$ cat src/rtl/bcd_7seg_scan.sv
// ============================================================================
// Module   : bcd_7seg_scan
// Brief    : Time-multiplexed BCD to 7-segment scanner. It drives an active-low
//            segment bus and active-low one-hot digit enables. The BCD input is
//            snapshotted at each frame start so a frame never tears.
//            Optional build macro: LEADING_ZERO_BLANK_EN (blank leading zeros).
// Revision : 1.0 - initial release
// ============================================================================
`default_nettype none

module bcd_7seg_scan #(
    parameter int DIGITS   = 3,
    parameter int PRESCALE = 1000
) (
    input  logic                clk,
    input  logic                rst,
    input  logic                en,
    input  logic [4*DIGITS-1:0] bcd,
    output logic [6:0]          seg,
    output logic [DIGITS-1:0]   an,
    output logic                frame
);

    localparam int C_CW = (PRESCALE > 1) ? $clog2(PRESCALE) : 1;
    localparam int C_IW = (DIGITS > 1) ? $clog2(DIGITS) : 1;

    localparam logic [C_CW-1:0] C_CNT_LAST = C_CW'(PRESCALE - 1);
    localparam logic [C_IW-1:0] C_IDX_LAST = C_IW'(DIGITS - 1);
    localparam logic [6:0]      C_BLANK    = 7'h7F;
    localparam logic [6:0]      C_DASH     = 7'h3F;

    logic [C_CW-1:0]     r_cnt;
    logic [C_IW-1:0]     r_idx;
    logic [4*DIGITS-1:0] r_shadow;

    logic                w_tick;
    logic                w_frame_start;
    logic [C_IW-1:0]     w_nidx;
    logic [4*DIGITS-1:0] w_src;
    logic [3:0]          w_nib;
    logic [DIGITS-1:0]   w_an;
    logic [6:0]          w_seg;
    logic                w_blank;

    // Active-low {g,f,e,d,c,b,a}; anything above 9 renders as a dash.
    function automatic logic [6:0] f_decode(input logic [3:0] nib);
        logic [6:0] v;
        case (nib)
            4'd0:    v = 7'h40;
            4'd1:    v = 7'h79;
            4'd2:    v = 7'h24;
            4'd3:    v = 7'h30;
            4'd4:    v = 7'h19;
            4'd5:    v = 7'h12;
            4'd6:    v = 7'h02;
            4'd7:    v = 7'h78;
            4'd8:    v = 7'h00;
            4'd9:    v = 7'h10;
            default: v = C_DASH;
        endcase
        return v;
    endfunction

    assign w_tick        = en && (r_cnt == C_CNT_LAST);
    assign w_nidx        = (r_idx == C_IDX_LAST) ? '0 : r_idx + C_IW'(1);
    assign w_frame_start = w_tick && (w_nidx == '0);

    // At frame start the fresh input is shown immediately rather than the stale shadow.
    assign w_src = (w_nidx == '0) ? bcd : r_shadow;

    always_comb begin
        w_nib = 4'h0;
        w_an  = '1;
        for (int k = 0; k < DIGITS; k++) begin
            if (w_nidx == C_IW'(k)) begin
                w_nib   = w_src[4*k +: 4];
                w_an[k] = 1'b0;
            end
        end
    end

`ifdef LEADING_ZERO_BLANK_EN
    // w_hz[k]: nibble k and every more significant nibble are zero.
    logic [DIGITS:0] w_hz;
    assign w_hz[DIGITS] = 1'b1;

    for (genvar k = DIGITS - 1; k >= 0; k--) begin : g_hz
        assign w_hz[k] = (w_src[4*k +: 4] == 4'h0) && w_hz[k+1];
    end

    always_comb begin
        w_blank = 1'b0;
        for (int k = 1; k < DIGITS; k++) begin
            if (w_nidx == C_IW'(k)) begin
                w_blank = w_hz[k];
            end
        end
    end
`else
    assign w_blank = 1'b0;
`endif

    assign w_seg = w_blank ? C_BLANK : f_decode(w_nib);

    always_ff @(posedge clk) begin
        if (rst) begin
            r_cnt    <= '0;
            r_idx    <= C_IDX_LAST;
            r_shadow <= '0;
            seg      <= C_BLANK;
            an       <= '1;
            frame    <= 1'b0;
        end else begin
            frame <= 1'b0;
            if (w_tick) begin
                r_cnt <= '0;
                r_idx <= w_nidx;
                an    <= w_an;
                seg   <= w_seg;
                if (w_frame_start) begin
                    r_shadow <= bcd;
                    frame    <= 1'b1;
                end
            end else if (en) begin
                r_cnt <= r_cnt + C_CW'(1);
            end
        end
    end

endmodule

`default_nettype wire

$ cat config.mk
export PLATFORM = sky130hd
export DESIGN_NAME = bcd_7seg_scan
export DESIGN_NICKNAME = d
export VERILOG_FILES = /design/src/rtl/bcd_7seg_scan.sv
export SDC_FILE = /design/constraint.sdc
export NUM_CORES = 1
export LEC_CHECK = 0
export ABC_CLOCK_PERIOD_IN_PS = 2000
export CORE_UTILIZATION = 40
export CTS_CLUSTER_DIAMETER = 200
export DETAILED_ROUTE_END_ITERATION = 12
export PLACE_DENSITY = 0.75
export RECOVER_POWER = 100
export SLEW_MARGIN = 20
export SYNTH_ARGS = -nofsm -noshare
export SYNTH_HDL_FRONTEND = slang
export SYNTH_SLANG_ARGS = --single-unit
$ cat constraint.sdc
create_clock -name clk -period 2 [get_ports clk]
set_input_delay 0.6 -clock clk [delete_from_list [all_inputs] [get_ports clk]]
set_output_delay 0.6 -clock clk [all_outputs]
set_load 0.01 [all_outputs]
# Word-level counts from Yosys, hierarchy flattened
# Memory sizes are Yosys's and may differ from the RTL's. A register that Yosys moved wholly into a read port is not among the register bits.
# Index checks and enable logic that the tools add are counted.
# totals
register_bits,28
romBits,112
inputBits,15
out_inout_bits,11
word_cells,28
n_memories,1
# memory_table
memory,words,width,read_ports,rd_clocked_by_memory_dff,wr,line,text
(no name shown),16,7,1,1,0,48,case (nib)
# op_classes
addsub,2
eq_ne,4
n_mux,9
bitwise,1
reduce_logical,6
# op_table
operator,n
12-bit 2-to-1 mux,1
4-bit 2-to-1 mux,3
10-bit by 1-bit adder with 10-bit output (second input constant),1
10-bit equality test (second input constant),1
2-bit equality test (second input constant),2
1-bit 2-to-1 mux,4
2-bit OR reduction,2
2-bit by 1-bit adder with 2-bit output (second input constant),1
2-bit by 1-bit equality test with 1-bit output (second input constant),1
1-bit logical AND,2
2-bit zero test,1
2-bit 2-to-1 mux,1
2-bit AND reduction,1
1-bit NOT,1

# Logic depth before layout (Yosys ltp)
# Gate-level depths: netlist of run 1.
# logic_depth
depth_word,7
ltp_mapped,9

# Worst setup path before layout of run 1
# OpenSTA, ideal clock, no wires.
# synth_timing
path_kind,flip-flop to flip-flop
start,register r_idx[0]
end,register seg[3]
setup_time_ns,0.070
arrival_time_ns,1.843
required_ns,1.930
path_slack_ns,0.087
stages_incl_launch_ff,8
path_buffers,1
synth_period_minus_slack_ns,1.913
path_cell_list,dfxtp_1 > buf_2 > mux2_2 > mux2i_1 > ha_1 > nor3_1 > a31oi_1 > a21oi_1
# synth_between
elab_chain_len,7
elab_cells_between_ends,10
classes_between,1 x add/sub; 3 x eq/ne; 5 x mux; 1 x reduce/logical
# synth_lines
item,line,text
from (decl),33,logic [C_IW-1:0] r_idx;
from (signal assigned),117,r_idx <= w_nidx;
2-bit by 1-bit adder with 2-bit output / 2-bit equality test (equally long branches),65,assign w_nidx = (r_idx == C_IDX_LAST) ? '0 : r_idx + C_IW'(1);
2-bit 2-to-1 mux *,65,
2-bit zero test,"69, 75",
12-bit 2-to-1 mux,69,assign w_src = (w_nidx == '0) ? bcd : r_shadow;
4-bit 2-to-1 mux (2 in a row),75,if (w_nidx == C_IW'(k)) begin
4-bit 2-to-1 mux *,75,
to (decl),19,"output logic [6:0] seg,"
# Mark *: on every way between the ends. The rest lies on a longest branch, timed or not.
# A chain may end at the register's enable or synchronous reset.

# Worst setup path after layout of run 1
# layout_timing
start,register r_cnt[0]
end,register an[2]
# layout_between
elab_chain_len,2
# layout_lines
item,line,text
from (decl),32,logic [C_CW-1:0] r_cnt;
from (signal assigned),125,r_cnt <= r_cnt + C_CW'(1);
10-bit equality test,64,assign w_tick = en && (r_cnt == C_CNT_LAST);
1-bit logical AND,64,
to (signal assigned),118,an <= w_an;
to (decl),20,"output logic [DIGITS-1:0] an,"
# Every way passes these cells.

==> results of run 1 <==
[routing by layer]
metal,vias up,global-route usage,wire [um]
met4,0,0.0824,53
met1,552,0.185,1380
met5,-,0,0
met2,16,0.246,1290
met3,7,0.0616,119
li1,644,-,-
[cells by family after synthesis]
family | after synthesis | synth area share
DFF | 31 | 0.413
muxes | 9 | 0.0733
AOI/OAI and AO/OA | 29 | 0.133
buffers and inverters | 12 | 0.0450
and+or+nand+nor | 73 | 0.250
xor gates and xnor gates | 9 | 0.0525
adders and majority gates | 4 | 0.0333
[worst max path at each step]
stage                        start  endpoint  slack [ns]  depth (start not counted)
final                     r_cnt[0]     an[2]        0.13                          6
after global routing      r_idx[0]    seg[3]        0.04                          6
after CTS                       en    seg[2]        0.07                          5
after detailed placement        en    seg[2]       -0.23                          5
after global placement          en    seg[3]       -0.21                          5
after floorplan                 en    seg[0]        0.09                          6
[report_power, final]
part           switching, mW  internal (mW)
clock network          0.221          0.243
logic                 0.0453         0.0552
registers            0.00482          0.622
[metrics by stage]
stage | setup slack, ns | power (mW) | util
floorplan | 0.0865 | 0.693 | -
CTS | 0.0653 | 1.21 | 0.562
detailed placement | -0.234 | 0.745 | 0.539
global route | 0.0431 | 1.25 | 0.559
global placement | -0.211 | 0.743 | 0.539
finish | 0.129 | 1.19 | 0.559
[cells in the mapped netlist]
cell type  instances  share of area
a211o_2            1         0.0067
a211oi_4           1          0.013
a21oi_1           16          0.053
a21oi_2            1         0.0058
a311o_1            1         0.0067
a31oi_1            1         0.0042
a32oi_1            1         0.0058
and2_1             1         0.0042
and3_2             1         0.0050
buf_2              3          0.010
buf_4              1         0.0050
buf_6              2          0.015
clkbuf_1           4          0.010
dfxtp_1           31           0.41
ha_1               4          0.033
inv_1              2         0.0050
mux2_2             2          0.015
mux2_4             1          0.010
mux2i_1            5          0.033
mux2i_4            1          0.015
nand2_1           27          0.068
nand2_2            1         0.0042
nand2b_1           1         0.0042
nand2b_4           1         0.0092
nand3_1            2         0.0067
nand4_1            3          0.013
nand4_4            1          0.014
nand4b_1           1         0.0058
nor2_1            25          0.063
nor2_2             1         0.0042
nor3_1             4          0.013
nor3_2             1         0.0067
nor3b_2            1         0.0083
nor4_4             1          0.014
o21a_1             1         0.0050
o21ai_2            1         0.0058
o21bai_1           3          0.015
o221ai_1           1         0.0058
o31ai_1            1         0.0050
or4_4              1         0.0075
xnor2_1            5          0.029
xor2_1             4          0.023
[area by class of cell]
cell class,instances,area (um^2)
Fill cell,333,1530
Multi-Input combinational cell,124,796
Sequential cell,31,621
Timing Repair Buffer,42,377
Clock buffer,7,76.3
Tap cell,46,57.6
Inverter,2,7.51
Clock inverter,1,5.00
[timing repair]
item                       in CTS  in global routing
setup endpoints to repair       0                  1
resized for setup               0                  3
buffers inserted                0                  1
[critical path, cell delays in order (launching register included)]
cell      delay (ns)
dfxtp_1         0.39
ha_1            0.20
nand3_1         0.10
or4_4           0.57
clkbuf_4        0.17
nor3b_1         0.25
o21bai_1        0.08
[flip-flops by register name (all words and copies together), names as in the netlist]
register,flops
an,3
frame,1
r_cnt,10
r_idx,2
r_shadow,8
seg,7
==> impl_metrics.py, run 1 <==
metrics = {
    "status": {
        "status": "completed",
    },
    "setup_path": {
        "rr_worst_depth": 6,
        "startpoint_type": "flop",
        "rr_startpoint": "r_cnt[0]",
        "critPathRequiredTime_ns": 2.17,
        "critPathMaxFanout": 7,
        "critPathCaptureType": "flop",
        "r2r_end": "an[2]",
        "r2r_setup_slack_ns": 0.13,
        "arrival_ns": 2.04,
        "worst-setup-path-type": "reg2reg",
    },
    "power_and_ir_drop": {
        "leakagePower_nw": 0.716,
        "vdd_drop_max_uv": 416,
        "power_density_nw_per_um2": 615,
    },
    "final_layout": {
        "drive_gt1_frac": 0.184,
        "antenna_cells": 0,
        "mostFrequentLayoutCell": "dfxtp_1",
        "final_area_um2": 1940,
        "nets": 225,
        "fin_cells": 253,
        "final_cell_mix": "31 x dfxtp_1, 28 x nand2_1, 25 x nor2_1, 15 x a21oi_1, 14 x buf_4",
        "area_delta_synth_final_pct": 29.2,
    },
    "routing": {
        "drtPass1Iterations": 4,
        "wl_per_cell_um": 11.2,
        "ant_nets": 0,
        "wirelength_um": 2840,
        "post_drt_via_cell_ratio": 4.82,
        "route.detailed.drc": 0,
        "num_vias": 1219,
        "drt_iter0_drc": 32,
    },
    "clock_network": {
        "ctsHtreeMaxLevel": 2,
        "cts_sinks": 31,
        "clock_latency_ns": 0.28,
        "cts.clk_slew.worst_paths_ns": 0.06,
        "clockRootBuffer": "clkbuf_8",
        "hold_buffers": 0,
        "cts.path.max_buffers": 2,
        "cts_tree": "built",
        "cts_buffers": 5,
    },
    "flow_run": {
        "drv_cap": 0,
    },
    "worst_hold_path": {
        "hp-start": "r_shadow[4]",
        "whs_endpoint": "r_shadow[4]",
        "min_path_type": "reg2reg",
        "hold_depth": 2,
    },
    "logic_synthesis": {
        "yosysSeqAreaShare": 0.413,
        "syn-num-nets": 186,
        "ys_warn_count": 0,
        "mappedNetlistArea_um2": 1500,
        "syn_area_per_cell_um2": 8.99,
        "synth-seq-cells": 31,
        "synthDistinctLibCells": 42,
        "synth_cells": 167,
    },
    "global_routing": {
        "grtUsageTotal": 0.157,
        "grt_pass1_wl_um": 4830,
        "antenna_found_initial": 0,
        "grt_overflow": 0,
        "grt_pass1_vias": 1165,
        "grt_max_degree": 15,
    },
    "place": {
        "placedCellCount": 244,
        "globalplace.congestion": 0.740,
        "dp_hpwl_um": 2090,
        "placed_area_um2": 1870,
        "port_buffers": 25,
    },
    "die": {
        "rows": 21,
        "die_y_um": 63.3,
        "initial_core_util": 0.433,
        "ioPinCount": 26,
        "die_area_um2": 4000,
        "die_x_um": 63.3,
        "coreArea_um2": 3470,
    },
    "sta": {
        "rsz0062_at_grt": "false",
        "fin_worst_skew_ns": 0.00635,
        "fin_setup_tns_ns": 0,
        "min_period_over_period": 0.936,
        "maxSlewViolCount": 0,
        "fmax_ghz": 0.534,
        "whs_ns": 0.454,
        "worst_pin_slew_ns": 0.581,
        "finalCriticalPeriod_ns": 1.87,
        "slew_headroom": 0.613,
        "setup_viol": 0,
        "hold_violations": 0,
    },
}
(Power assumes the default switching activity.)
==> run 2, diff against run 1 <==
--- a/config.mk
+++ b/config.mk
@@ -11,6 +11,7 @@
 export DETAILED_ROUTE_END_ITERATION = 12
 export PLACE_DENSITY = 0.75
 export RECOVER_POWER = 100
+export REMOVE_ABC_BUFFERS = 1
 export SLEW_MARGIN = 20
 export SYNTH_ARGS = -nofsm -noshare
 export SYNTH_HDL_FRONTEND = slang
==> impl_metrics.py, run 2 (synthesis gave the netlist of run 1 again) <==
metrics = {
    "status": {
        "status": "completed",
    },
    "setup_path": {
        "critPathCaptureType": "flop",
        "cp_cell_sequence": "clkdlybuf4s50_1 > nand3_1 > or4_4 > a211oi_4 > a21oi_1",
        "critPathMaxFanout": 8,
        "worst-setup-path-type": "in2reg",
        "arrival_ns": 2.10,
        "cp_slowest_stage_delay_ns": 0.53,
        "startpoint_type": "input port",
        "r2r_setup_slack_ns": 0.25,
        "critPathRequiredTime_ns": 2.16,
        "path_delay_family": "simple AND/OR/NAND/NOR gates",
        "path_buf_inv": 1,
        "slowest_stage": "or4_4",
    },
    "clock_network": {
        "cts_resized": 0,
        "cts_buffers": 5,
        "ctsHtreeMaxLevel": 2,
        "clockRootBuffer": "clkbuf_8",
        "cts.path.max_buffers": 2,
        "clock_latency_ns": 0.28,
        "cts.clk_slew.worst_paths_ns": 0.06,
        "cts_sinks": 31,
        "cts_tree": "built",
        "hold_buffers": 0,
        "cts_setup_buffers": 0,
    },
    "place": {
        "port_buffers": 25,
        "dp_slack_ns": -0.241,
        "globalplace.congestion": 0.733,
        "dp_hpwl_um": 2170,
        "placedCellCount": 247,
    },
    "die": {
        "ioPinCount": 26,
        "die_y_um": 63.3,
        "coreArea_um2": 3470,
        "die_area_um2": 4000,
        "initial_core_util": 0.433,
        "die_x_um": 63.3,
        "rows": 21,
    },
    "sta": {
        "fmax_ghz": 0.515,
        "maxSlewViolCount": 0,
        "fin_worst_skew_ns": 0.00831,
        "fin_setup_tns_ns": 0,
        "rsz0062_at_grt": "false",
        "min_period_over_period": 0.971,
        "hold_violations": 0,
        "worst_pin_slew_ns": 0.475,
        "slew_headroom": 0.683,
        "finalCriticalPeriod_ns": 1.94,
        "setup_viol": 0,
        "timing.final.ws_setup_ns": 0.0576,
    },
    "routing": {
        "num_vias": 1224,
        "drtPass1Iterations": 4,
        "wl_per_cell_um": 11.3,
        "ant_nets": 0,
        "drt_iter0_drc": 51,
        "wirelength_um": 2890,
        "post_drt_via_cell_ratio": 4.80,
        "route.detailed.drc": 0,
    },
    "power_and_ir_drop": {
        "power.switching_mw": 0.268,
        "internal_power_mw": 0.925,
        "seqPwrFrac": 0.526,
        "power_density_nw_per_um2": 602,
        "clock_power_share": 0.386,
        "switching_share": 0.225,
        "leakagePower_nw": 0.728,
        "vdd_drop_max_uv": 591,
        "p_total_mw": 1.19,
        "power_frac_comb": 0.089,
    },
    "final_layout": {
        "nets": 227,
        "mostFrequentLayoutCell": "dfxtp_1",
        "drive_gt1_frac": 0.196,
        "regMostFlops": "r_cnt",
        "top_regs": "r_cnt: 10 flops, r_shadow: 8 flops, seg: 7 flops",
        "area_delta_synth_final_pct": 32.0,
        "final_cell_mix": "31 x dfxtp_1, 27 x nand2_1, 25 x nor2_1, 16 x a21oi_1, 16 x buf_4",
        "fin_cells": 255,
        "antenna_cells": 0,
        "largest_reg_flops": 10,
    },
    "global_routing": {
        "grt_max_degree": 15,
        "grt_pass1_vias": 1143,
        "grtUsageTotal": 0.158,
        "grt_overflow": 0,
        "antenna_found_initial": 0,
        "grt_pass1_wl_um": 4900,
    },
    "flow_run": {
        "drv_cap": 0,
    },
    "worst_hold_path": {
        "min_path_type": "reg2reg",
    },
}
run 2: area by class of cell:
| class | instances | area, um^2 |
|---|---|---|
| Multi-Input combinational cell | 124 | 813 |
| Clock buffer | 7 | 76.3 |
| Clock inverter | 1 | 5.00 |
| Tap cell | 46 | 57.6 |
| Inverter | 2 | 7.51 |
| Sequential cell | 31 | 621 |
| Timing Repair Buffer | 44 | 402 |
| Fill cell | 330 | 1490 |
run 2: layer usage:
layer / track usage / wire, um / up-vias
met2: 0.257 / 1430 / 25
met1: 0.188 / 1280 / 549
li1: - / - / 647
met4: 0.0511 / 30 / 0
met5: 0 / 0 / -
met3: 0.0652 / 154 / 3
run 2: worst register-to-register path, delay by kind of cell (launching register included):
kind / cells / cell delay, ns
and+or+nand+nor: 1 / 0.07
AOI/OAI and AO/OA: 1 / 0.17
muxes: 3 / 0.63
adders and majority gates: 1 / 0.17
buffers and inverters: 1 / 0.17
DFF: 1 / 0.43
run 2: power by group through the flow:
stage          Sequential, mW  Combinational [mW]  Clock, mW
2_1_floorplan           0.639              0.0440          0
3_3_place_gp            0.641               0.105          0
3_5_place_dp            0.641               0.106          0
4_1_cts                 0.627               0.107      0.476
5_1_grt                 0.627               0.116      0.509
6_report                0.627               0.106      0.460
run 2: worst paths after layout:
path	endpoint	start	cells after the start
hold / removal	r_shadow[4]	r_shadow[4]	2
setup / recovery	seg[0]	en	5
hold reg to reg	r_shadow[4]	r_shadow[4]	2
setup reg to reg	seg[4]	r_idx[0]	7
run 2: through the flow:
step	hold slack, ns	instance area [um^2]	utilization
after floorplan	0.422	1440	-
after global placement	0.435	1900	0.549
after detailed placement	0.445	1900	0.549
after CTS	0.453	1990	0.573
after global routing	0.468	1980	0.571
final	0.450	1980	0.571
